`src/rtl/counter_sequencer.sv`:
```
// Command sequencer: queues host commands in a small FIFO and replays
// them as load / decrement / halve strobes to an external 8-bit counter.
//
// Ports:
//   clk, reset_sink_reset        clock, synchronous active-high reset
//   cmd_valid/cmd_op/cmd_data    host command offer (op: LOAD, COUNTDOWN, HALVE, WAIT)
//   cmd_ready                    FIFO has room this cycle
//   cnt_in, cnt_latch            load value and load strobe to counter
//   cnt_dec, cnt_div             decrement / halve strobes to counter
//   cnt_count                    counter value fed back for the COUNTDOWN check
//   busy, done, err              activity, completion pulse, sticky mismatch
//   fifo_level                   number of queued commands
module counter_sequencer #(
    parameter int FIFO_DEPTH = 4
) (
    input  logic       clk,
    input  logic       reset_sink_reset,
    input  logic       cmd_valid,
    input  logic [1:0] cmd_op,
    input  logic [7:0] cmd_data,
    output logic       cmd_ready,
    output logic [7:0] cnt_in,
    output logic       cnt_latch,
    output logic       cnt_dec,
    output logic       cnt_div,
    input  logic [7:0] cnt_count,
    output logic       busy,
    output logic       done,
    output logic       err,
    output logic [4:0] fifo_level
);

    localparam int AW = (FIFO_DEPTH > 1) ? $clog2(FIFO_DEPTH) : 1;
    localparam logic [4:0] DEPTH_L = 5'(FIFO_DEPTH);

    localparam logic [1:0] OP_LOAD  = 2'b00;
    localparam logic [1:0] OP_CDOWN = 2'b01;
    localparam logic [1:0] OP_HALVE = 2'b10;

    localparam logic [2:0] S_IDLE  = 3'd0;
    localparam logic [2:0] S_LATCH = 3'd1;
    localparam logic [2:0] S_DEC   = 3'd2;
    localparam logic [2:0] S_DIV   = 3'd3;
    localparam logic [2:0] S_WAIT  = 3'd4;
    localparam logic [2:0] S_CHECK = 3'd5;
    localparam logic [2:0] S_DONE  = 3'd6;

    logic [9:0]    fifo_mem [FIFO_DEPTH];
    logic [AW-1:0] wr_ptr;
    logic [AW-1:0] rd_ptr;
    logic          push;
    logic          pop;
    logic [1:0]    head_op;
    logic [7:0]    head_data;

    logic [2:0] state;
    logic [2:0] state_d;
    logic [1:0] op_q;
    logic [7:0] rpt;
    logic [7:0] rpt_d;

    // Ready comes only from the registered level, never from a same-cycle pop.
    assign cmd_ready = !reset_sink_reset && (fifo_level < DEPTH_L);
    assign push      = cmd_valid && cmd_ready;
    assign pop       = (state == S_IDLE) && (fifo_level != 5'd0);
    assign head_op   = fifo_mem[rd_ptr][9:8];
    assign head_data = fifo_mem[rd_ptr][7:0];
    assign busy      = (state != S_IDLE) || (fifo_level != 5'd0);

    always_ff @(posedge clk) begin
        if (push) begin
            fifo_mem[wr_ptr] <= {cmd_op, cmd_data};
        end
    end

    always_ff @(posedge clk) begin
        if (reset_sink_reset) begin
            wr_ptr     <= '0;
            rd_ptr     <= '0;
            fifo_level <= 5'd0;
        end else begin
            if (push) wr_ptr <= wr_ptr + AW'(1);
            if (pop)  rd_ptr <= rd_ptr + AW'(1);
            fifo_level <= fifo_level + 5'(push) - 5'(pop);
        end
    end

    // rpt holds the remaining repeat count; a state with count N exits
    // on the cycle where rpt reaches 1, giving exactly N strobe cycles.
    always_comb begin
        state_d = state;
        rpt_d   = rpt;
        unique case (state)
            S_IDLE: begin
                if (pop) begin
                    rpt_d = head_data;
                    unique case (head_op)
                        OP_LOAD, OP_CDOWN: state_d = S_LATCH;
                        OP_HALVE: begin
                            rpt_d   = {4'd0, head_data[3:0]};
                            state_d = (head_data[3:0] == 4'd0) ? S_DONE : S_DIV;
                        end
                        default:
                            state_d = (head_data == 8'd0) ? S_DONE : S_WAIT;
                    endcase
                end
            end
            S_LATCH: begin
                if (op_q == OP_CDOWN) begin
                    state_d = (rpt == 8'd0) ? S_CHECK : S_DEC;
                end else begin
                    state_d = S_DONE;
                end
            end
            S_DEC: begin
                rpt_d = rpt - 8'd1;
                if (rpt == 8'd1) state_d = S_CHECK;
            end
            S_DIV: begin
                rpt_d = rpt - 8'd1;
                if (rpt == 8'd1) state_d = S_DONE;
            end
            S_WAIT: begin
                rpt_d = rpt - 8'd1;
                if (rpt == 8'd1) state_d = S_DONE;
            end
            S_CHECK: state_d = S_DONE;
            S_DONE:  state_d = S_IDLE;
            default: state_d = S_IDLE;
        endcase
    end

    // Strobes are flops driven from the next state so they line up with it.
    always_ff @(posedge clk) begin
        if (reset_sink_reset) begin
            state     <= S_IDLE;
            op_q      <= OP_LOAD;
            rpt       <= 8'd0;
            cnt_in    <= 8'd0;
            cnt_latch <= 1'b0;
            cnt_dec   <= 1'b0;
            cnt_div   <= 1'b0;
            done      <= 1'b0;
            err       <= 1'b0;
        end else begin
            state     <= state_d;
            rpt       <= rpt_d;
            cnt_latch <= (state_d == S_LATCH);
            cnt_dec   <= (state_d == S_DEC);
            cnt_div   <= (state_d == S_DIV);
            done      <= (state_d == S_DONE);
            if (pop) op_q <= head_op;
            if (state_d == S_LATCH) cnt_in <= head_data;
            if ((state == S_CHECK) && (cnt_count != 8'd0)) err <= 1'b1;
        end
    end

endmodule
```
`config.mk`:
```
export PLATFORM = sky130hd
export DESIGN_NAME = counter_sequencer
export DESIGN_NICKNAME = d
export VERILOG_FILES = /design/src/rtl/counter_sequencer.sv
export SDC_FILE = /design/constraint.sdc
export NUM_CORES = 1
export LEC_CHECK = 0
export ABC_AREA = 1
export BUFFER_PORTS_ARGS = -buffer_cell sky130_fd_sc_hd__buf_4
export CAP_MARGIN = 20
export CORE_MARGIN = 5
export CORE_UTILIZATION = 50
export DETAILED_ROUTE_END_ITERATION = 8
export GPL_TIMING_DRIVEN = 0
export PLACE_DENSITY_LB_ADDON = 0.12
export SKIP_CTS_REPAIR_TIMING = 1
export SLEW_MARGIN = 20
export SYNTH_ARGS = -nofsm -noshare
export SYNTH_HDL_FRONTEND = slang
export SYNTH_SLANG_ARGS = --single-unit
```
`constraint.sdc`:
```
create_clock -name clk -period 2.1 [get_ports clk]
set_input_delay 0.21 -clock clk [delete_from_list [all_inputs] [get_ports clk]]
set_output_delay 0.21 -clock clk [all_outputs]
set_load 0.005 [all_outputs]
```
==> key figures, run 1 <==
Synthesis
  – Synthesized cell area: 3570 um^2
  – #FFs+latches synth: 77
  – Sequential element share of the synthesized area: 54.5%
  – Syn_nets: approximately 440
  – Post-synth top area share: about a third
  – Post-Syn Area per Cell: 8.78 um^2
  – Synth top area cells: edfxtp_1 34%, dfxtp_1 21%, nand2_1 11%
  – Synth area leader: edfxtp_1
  – Yosys warns: 0
  – Post-Syn Instances: 406
  – Synth unique cells: 34

Finish
  – Fin util: 63.8%
  – Most frequent cells in the layout: 98 x nand2_1, 45 x buf_4, 40 x inv_1, 40 x edfxtp_1
  – Design area: approximately 4400 um^2
  – # diodes: 0
  – FF/Latch Area: 1950 um^2
  – Area of the multi-input gates: roughly 1500 um^2
  – Fin cells: 562
  – Final-layout fill cell count: 570
  – Layout cell share with drive strength beyond 1: 23.8%
  – Commonest non-fill, non-tap cell in the layout: nand2_1
  – Final layout net count: approximately 500
  – Area growth from synthesis to layout: 22.9%

Outcome
  – Outcome: finished, violations left
  – Violated checks: negative setup slack

Floorplanning
  – Core box area: 6870 um^2
  – Initial cell density of the core: 51.9%
  – DIE HEIGHT: roughly 94 um
  – Die area: 8920 um^2
  – Placement row count: 30
  – Die width: around 94 um
  – Ports: 41

Place
  – DP Worst Slack: -130 ps
  – GP Congestion: slightly below 0.9
  – Port bufs: 39
  – Post-Place Cells: 541
  – Cell Area, Placed: 4050 um^2
  – Post-DP HPWL: 5130 um

Setup path
  – CP endpoint kind: flip-flop
  – Cell repeated most along the worst path: ha_4
  – Worst path cell trace: inv_4 -> ha_4 -> nand3_2 -> nand2_4 -> inv_6 -> ha_4 -> inv_2 -> ha_4 -> inv_2 -> fa_2 -> nor3_4 -> a211oi_2 -> o21ai_1 -> a21oi_1
  – CP required: ~2300 ps
  – Worst path top cell family by delay: adder cells
  – Buffers plus inverters on the worst setup path: 4
  – Worst path slowest cell: dfxtp_4
  – Crit Path Category: flip-flop to flip-flop
  – Delay of the slowest cell on the worst path: approximately 370 ps
  – Setup crit start kind: flip-flop
  – Crit path arrival time: ~2400 ps
  – CP Max Fanout: 8

Clock network
  – Clk sinks: 77
  – CTS HTree Levels: 3
  – Root buffer cell: clkbuf_8
  – Clk Latency, worst-skew pair: 360 ps
  – Total CTS buffers: 9
  – CTS tree: built
  – Max Buffers Root-to-Sink: 2
  – Worst-path clk slew: 90 ps

Global routing
  – Total grt overflow: 0
  – GR Layer Usage met1: 22.7%
  – Gr busiest metal: met2
  – Initial antenna violation count: 0
  – Vias in the first global route: roughly 2700
  – Pin count of the biggest net entering global routing: 17
  – Tot GR Track Use: a little under a fifth
  – Met3 usage: 3.35%
  – M2 GR Usage: a little under a third
  – First-pass GRT wire length: around 12000 um

Job
  – Maxcap violations: 0

Detailed routing
  – WL final: roughly 7600 um
  – Routed vias/inst: 5.01
  – Wirelength per Cell: 13.5 um
  – Remaining DRCs: 0
  – ANT nets after route: 0
  – First-pass iteration count of the detailed router: 4
  – Starting DRT DRC Count: 137
  – Via count: 2817

STA
  – Final hold vios: 0
  – Worst-margin pin slew: 1010 ps
  – RSZ-0062 raised after global routing: true
  – Slew margin rel.: 32.5%
  – Min Clock Period, post-route: approximately 2200 ps
  – # setup viols final: 1
  – Final count of pins violating max slew: 0
  – Clock Skew: between 10 and 15 ps
  – Setup WS post-layout: -54.8 ps
  – Peak Freq: 464 MHz
  – WHS: 52.9 ps
  – Period utilization: 103%
  – Setup TNS: -54.8 ps

Power and ir drop
  – VDD IR-drop max: 0.000676 V
  – P_leak: between 1.5 and 2 nW
  – PD cells: 1580 nW/um^2
  – Total power: 6.91 mW

Min path
  – Worst hold-check path type: primary input to flip-flop
[layout make-up]
| cell class | instances | area share, % |
|---|---|---|
| Tap cell | 96 | 2.74 |
| Clock inverter | 7 | 2.08 |
| Buffer | 11 | 1.48 |
| Clock buffer | 9 | 2.83 |
| Sequential cell | 77 | 44.5 |
| Timing Repair Buffer | 44 | 7.54 |
| Multi-Input combinational cell | 264 | 33.9 |
| Inverter | 54 | 4.91 |
[path summary, 6_finish.rpt]
check / end / from / slack [ps] / cells past startpoint
worst min-delay path: fifo_mem[2][3] / cmd_data[3] / 50 / 1
worst max-delay path: fifo_level[4] / fifo_level[2] / -50 / 14
worst max register to register: fifo_level[4] / fifo_level[2] / -50 / 14
worst min register to register: err / err / 460 / 2
[routing by layer]
layer | vias up | wire length, um
met3 | 11 | 424
met5 | - | 0
met1 | 1287 | 3170
met4 | 0 | 127
met2 | 70 | 3860
li1 | 1449 | -
[cell families after synthesis]
kind of cell	count (synthesis)	synth area share (%)
xor gates and xnor gates	4	0.983
buffers and inverters	65	7.37
DFF	77	54.5
AOI/OAI and AO/OA	54	9.02
and+or+nand+nor	191	22.7
adders and majority gates	15	5.47
[synth_stat cells, drive strengths merged]
library cell / instances
a211oi: 1
a21oi: 15
a31oi: 4
buf: 8
clkbuf: 3
dfxtp: 37
edfxtp: 40
fa: 1
ha: 14
inv: 54
nand2: 103
nand3: 30
nand3b: 1
nand4: 2
nor2: 40
nor3: 13
nor4: 1
o211ai: 4
o21ai: 19
o21bai: 9
o2bb2ai: 1
o31ai: 1
or2: 1
xnor2: 2
xor2: 2
[registers in the layout (all words and copies together), names as in the netlist, named ones only]
| signal | count |
|---|---|
| wr_ptr | 2 |
| state | 3 |
| fifo_level | 5 |
| cnt_dec | 1 |
| cnt_div | 1 |
| cnt_in | 8 |
| err | 1 |
| done | 1 |
| op_q | 2 |
| rd_ptr | 2 |
| cnt_latch | 1 |
| fifo_mem | 40 |
| rpt | 8 |
[report_power, final]
part | leakage, nW | internal [mW] | total, mW | switching [mW]
Sequential | 0.668 | 1.90 | 2.10 | 0.203
Clock | 0.106 | 0.579 | 1.19 | 0.607
Combinational | 1.13 | 1.42 | 3.63 | 2.21
Total | 1.90 | 3.89 | 6.91 | 3.02
[worst register-to-register path: stages, from the launching register on]
cell and delay, ps:
dfxtp_4 370, inv_4 70, ha_4 140, nand3_2 100
nand2_4 120, inv_6 60, ha_4 230, inv_2 60
ha_4 120, inv_2 30, fa_2 360, nor3_4 140
a211oi_2 60, o21ai_1 140, a21oi_1 60
Power figures use the tool's default switching activity.
==> run 2: changes to the inputs <==
- SKIP_LAST_GASP: default -> 1
==> run 2 against run 1 <==
  * The flow still finishes with violations (negative setup slack)
  * Global-route usage unchanged
  * Final area is 0.11% lower
  * Sequential share of layout area is 0.051 points higher
  * Non-clock buffer count did not move
  * First-iteration DRC count is 15% higher
  * Largest power group unchanged
==> key figures, run 2 (same netlist as run 1, synthesis figures left out) <==
Setup path
  – CP Max Fanout: 8
  – RR Startpoint: fifo_level[2]
  – Worst path slowest cell: dfxtp_4
  – CP endpoint kind: flip-flop
  – R2r worst-path depth: 14
  – Crit path arrival time: 2390 ps
  – Setup crit start kind: flip-flop
  – Crit Path Category: flip-flop to flip-flop
  – Delay of the slowest cell on the worst path: between 300 and 400 ps
  – R2r setup slk: -60 ps
  – Worst path cell trace: inv_4 -> ha_4 -> nand3_2 -> nand2_4 -> inv_6 -> ha_4 -> inv_2 -> ha_4 -> inv_2 -> fa_2 -> nor3_4 -> a211oi_2 -> o21ai_1 -> a21oi_1
  – Reg-to-reg endpoint: fifo_level[4]
  – Cell repeated most along the worst path: ha_4
  – CP required: about 2300 ps

Floorplanning
  – Initial cell density of the core: 51.9%
  – DIE HEIGHT: about 94 um
  – Core box area: ~6900 um^2
  – Placement row count: 30
  – Ports: 41
  – Die area: 8920 um^2
  – Die width: between 90 and 100 um

Finish
  – Most frequent cells in the layout: 99 x nand2_1, 45 x buf_4, 40 x inv_1, 40 x edfxtp_1, 34 x nor2_1
  – Max reg flops: 40
  – # diodes: 0
  – Final layout net count: 497
  – Final-layout fill cell count: 568
  – FF/Latch Area: 1950 um^2
  – Commonest non-fill, non-tap cell in the layout: nand2_1
  – Fin util: between 60% and 70%
  – Area of the multi-input gates: 1480 um^2
  – Top reg by flops: fifo_mem
  – Area growth from synthesis to layout: 22.8%
  – Design area: between 4000 and 5000 um^2
  – Largest regs: fifo_mem: 40 flops, cnt_in: 8 flops, rpt: 8 flops
  – Layout cell share with drive strength beyond 1: 23.4%

Power and ir drop
  – PD cells: 1580 nW/um^2
  – Int Power: between 3 and 4 mW
  – Total power: 6.90 mW
  – NetSw: 3.01 mW
  – Clock power share: 17.2%
  – P_leak: around 1.9 nW
  – Sw Ratio: between 40% and 50%
  – VDD IR-drop max: roughly 0.00068 V
  – Sequential share of power: 30.4%
  – Comb power frac: around 52%

Detailed routing
  – Starting DRT DRC Count: 158
  – Via count: 2808
  – Remaining DRCs: 0
  – WL final: between 7000 and 8000 um
  – First-pass iteration count of the detailed router: 4
  – ANT nets after route: 0
  – Routed vias/inst: 5.00
  – Wirelength per Cell: ~13 um

Clock network
  – Max Buffers Root-to-Sink: 2
  – Worst-path clk slew: roughly 100 ps
  – Total CTS buffers: 9
  – CTS HTree Levels: 3
  – CTS tree: built
  – Clk sinks: 77
  – Root buffer cell: clkbuf_8
  – Clk Latency, worst-skew pair: 360 ps

STA
  – # setup viols final: 1
  – Peak Freq: ~460 MHz
  – Clock Skew: between 10 and 15 ps
  – Min Clock Period, post-route: 2160 ps
  – Worst-margin pin slew: 1020 ps
  – Setup WS post-layout: -56.0 ps
  – Final count of pins violating max slew: 0
  – Period utilization: 103%
  – WHS: between 50 and 60 ps
  – Final hold vios: 0
  – Slew margin rel.: 31.6%
  – RSZ-0062 raised after global routing: true

Outcome
  – Violated checks: negative setup slack
  – Outcome: finished, violations left

Place
  – Cell Area, Placed: approximately 4000 um^2
  – Port bufs: 39
  – Post-DP HPWL: 5130 um
  – GP Congestion: between 0.8 and 0.9

Global routing
  – Total grt overflow: 0
  – Pin count of the biggest net entering global routing: 17
  – Initial antenna violation count: 0
  – First-pass GRT wire length: 12400 um
  – Vias in the first global route: 2720
  – Tot GR Track Use: 18.1%

Min path
  – Worst hold-check path type: primary input to flip-flop
  – Hold Crit Depth: 1
  – Hold path startpoint: cmd_data[3]
  – End of the worst hold path: fifo_mem[2][3]

Job
  – Maxcap violations: 0
run 2: cell count changes in the layout (fill, tap and decap cells not counted):
cell	before	now
nand2_1	98	99
nor2_2	5	4
nor2_1	33	34
nand2_2	2	1
run 2: how the worst max path moves through the flow:
| stage | slack [ps] | to | start |
|---|---|---|---|
| 2_1_floorplan | 10 | fifo_level[4] | fifo_level[4] |
| 3_3_place_gp | -130 | fifo_level[4] | reset_sink_reset |
| 3_5_place_dp | -130 | fifo_level[4] | fifo_level[3] |
| 4_1_cts | -150 | fifo_level[4] | fifo_level[3] |
| 5_1_grt | -150 | fifo_level[4] | fifo_level[0] |
| 6_report | -60 | fifo_level[4] | fifo_level[2] |
run 2: worst max-delay path, delay by kind of cell, from the launching register on:
family / cells / cell delay, ps
adder cells (fa/ha/maj): 4 / 840
AO/OA/AOI/OAI: 3 / 260
flip-flops: 1 / 370
AND/OR/NAND/NOR: 3 / 360
buffers and inverters: 4 / 220
run 2: through the flow:
stage	setup TNS [ps]	setup WS (ps)	instances
final	-56.0	-56.0	562
after floorplan	0	14.7	406
after detailed placement	-130	-130	541
after global routing	-557	-152	562
after global placement	-132	-132	541
after CTS	-542	-150	557
run 2: layer usage:
metal / track usage, % / wire length [um] / vias up
met3: 3.35 / 416 / 17
met5: 0 / 0 / -
met2: 30.7 / 3760 / 63
met4: 7.57 / 176 / 0
li1: - / - / 1449
met1: 22.7 / 3220 / 1279
run 2: layout make-up:
class / instances / share of cell area (%)
Sequential cell: 77 / 44.5
Multi-Input combinational cell: 264 / 33.9
Timing Repair Buffer: 44 / 7.55
Inverter: 54 / 4.92
Clock buffer: 9 / 2.83
Tap cell: 96 / 2.74
Clock inverter: 7 / 2.09
Buffer: 11 / 1.49
run 2: power groups by stage:
| stage | Clock, mW | Combinational [mW] | Sequential (mW) |
|---|---|---|---|
| 5_1_grt | 1.27 | 4.11 | 2.14 |
| 6_report | 1.19 | 3.62 | 2.10 |
| 2_1_floorplan | 0 | 2.46 | 2.09 |
| 4_1_cts | 1.21 | 3.33 | 2.08 |
| 3_3_place_gp | 0 | 3.24 | 2.10 |
| 3_5_place_dp | 0 | 3.30 | 2.11 |
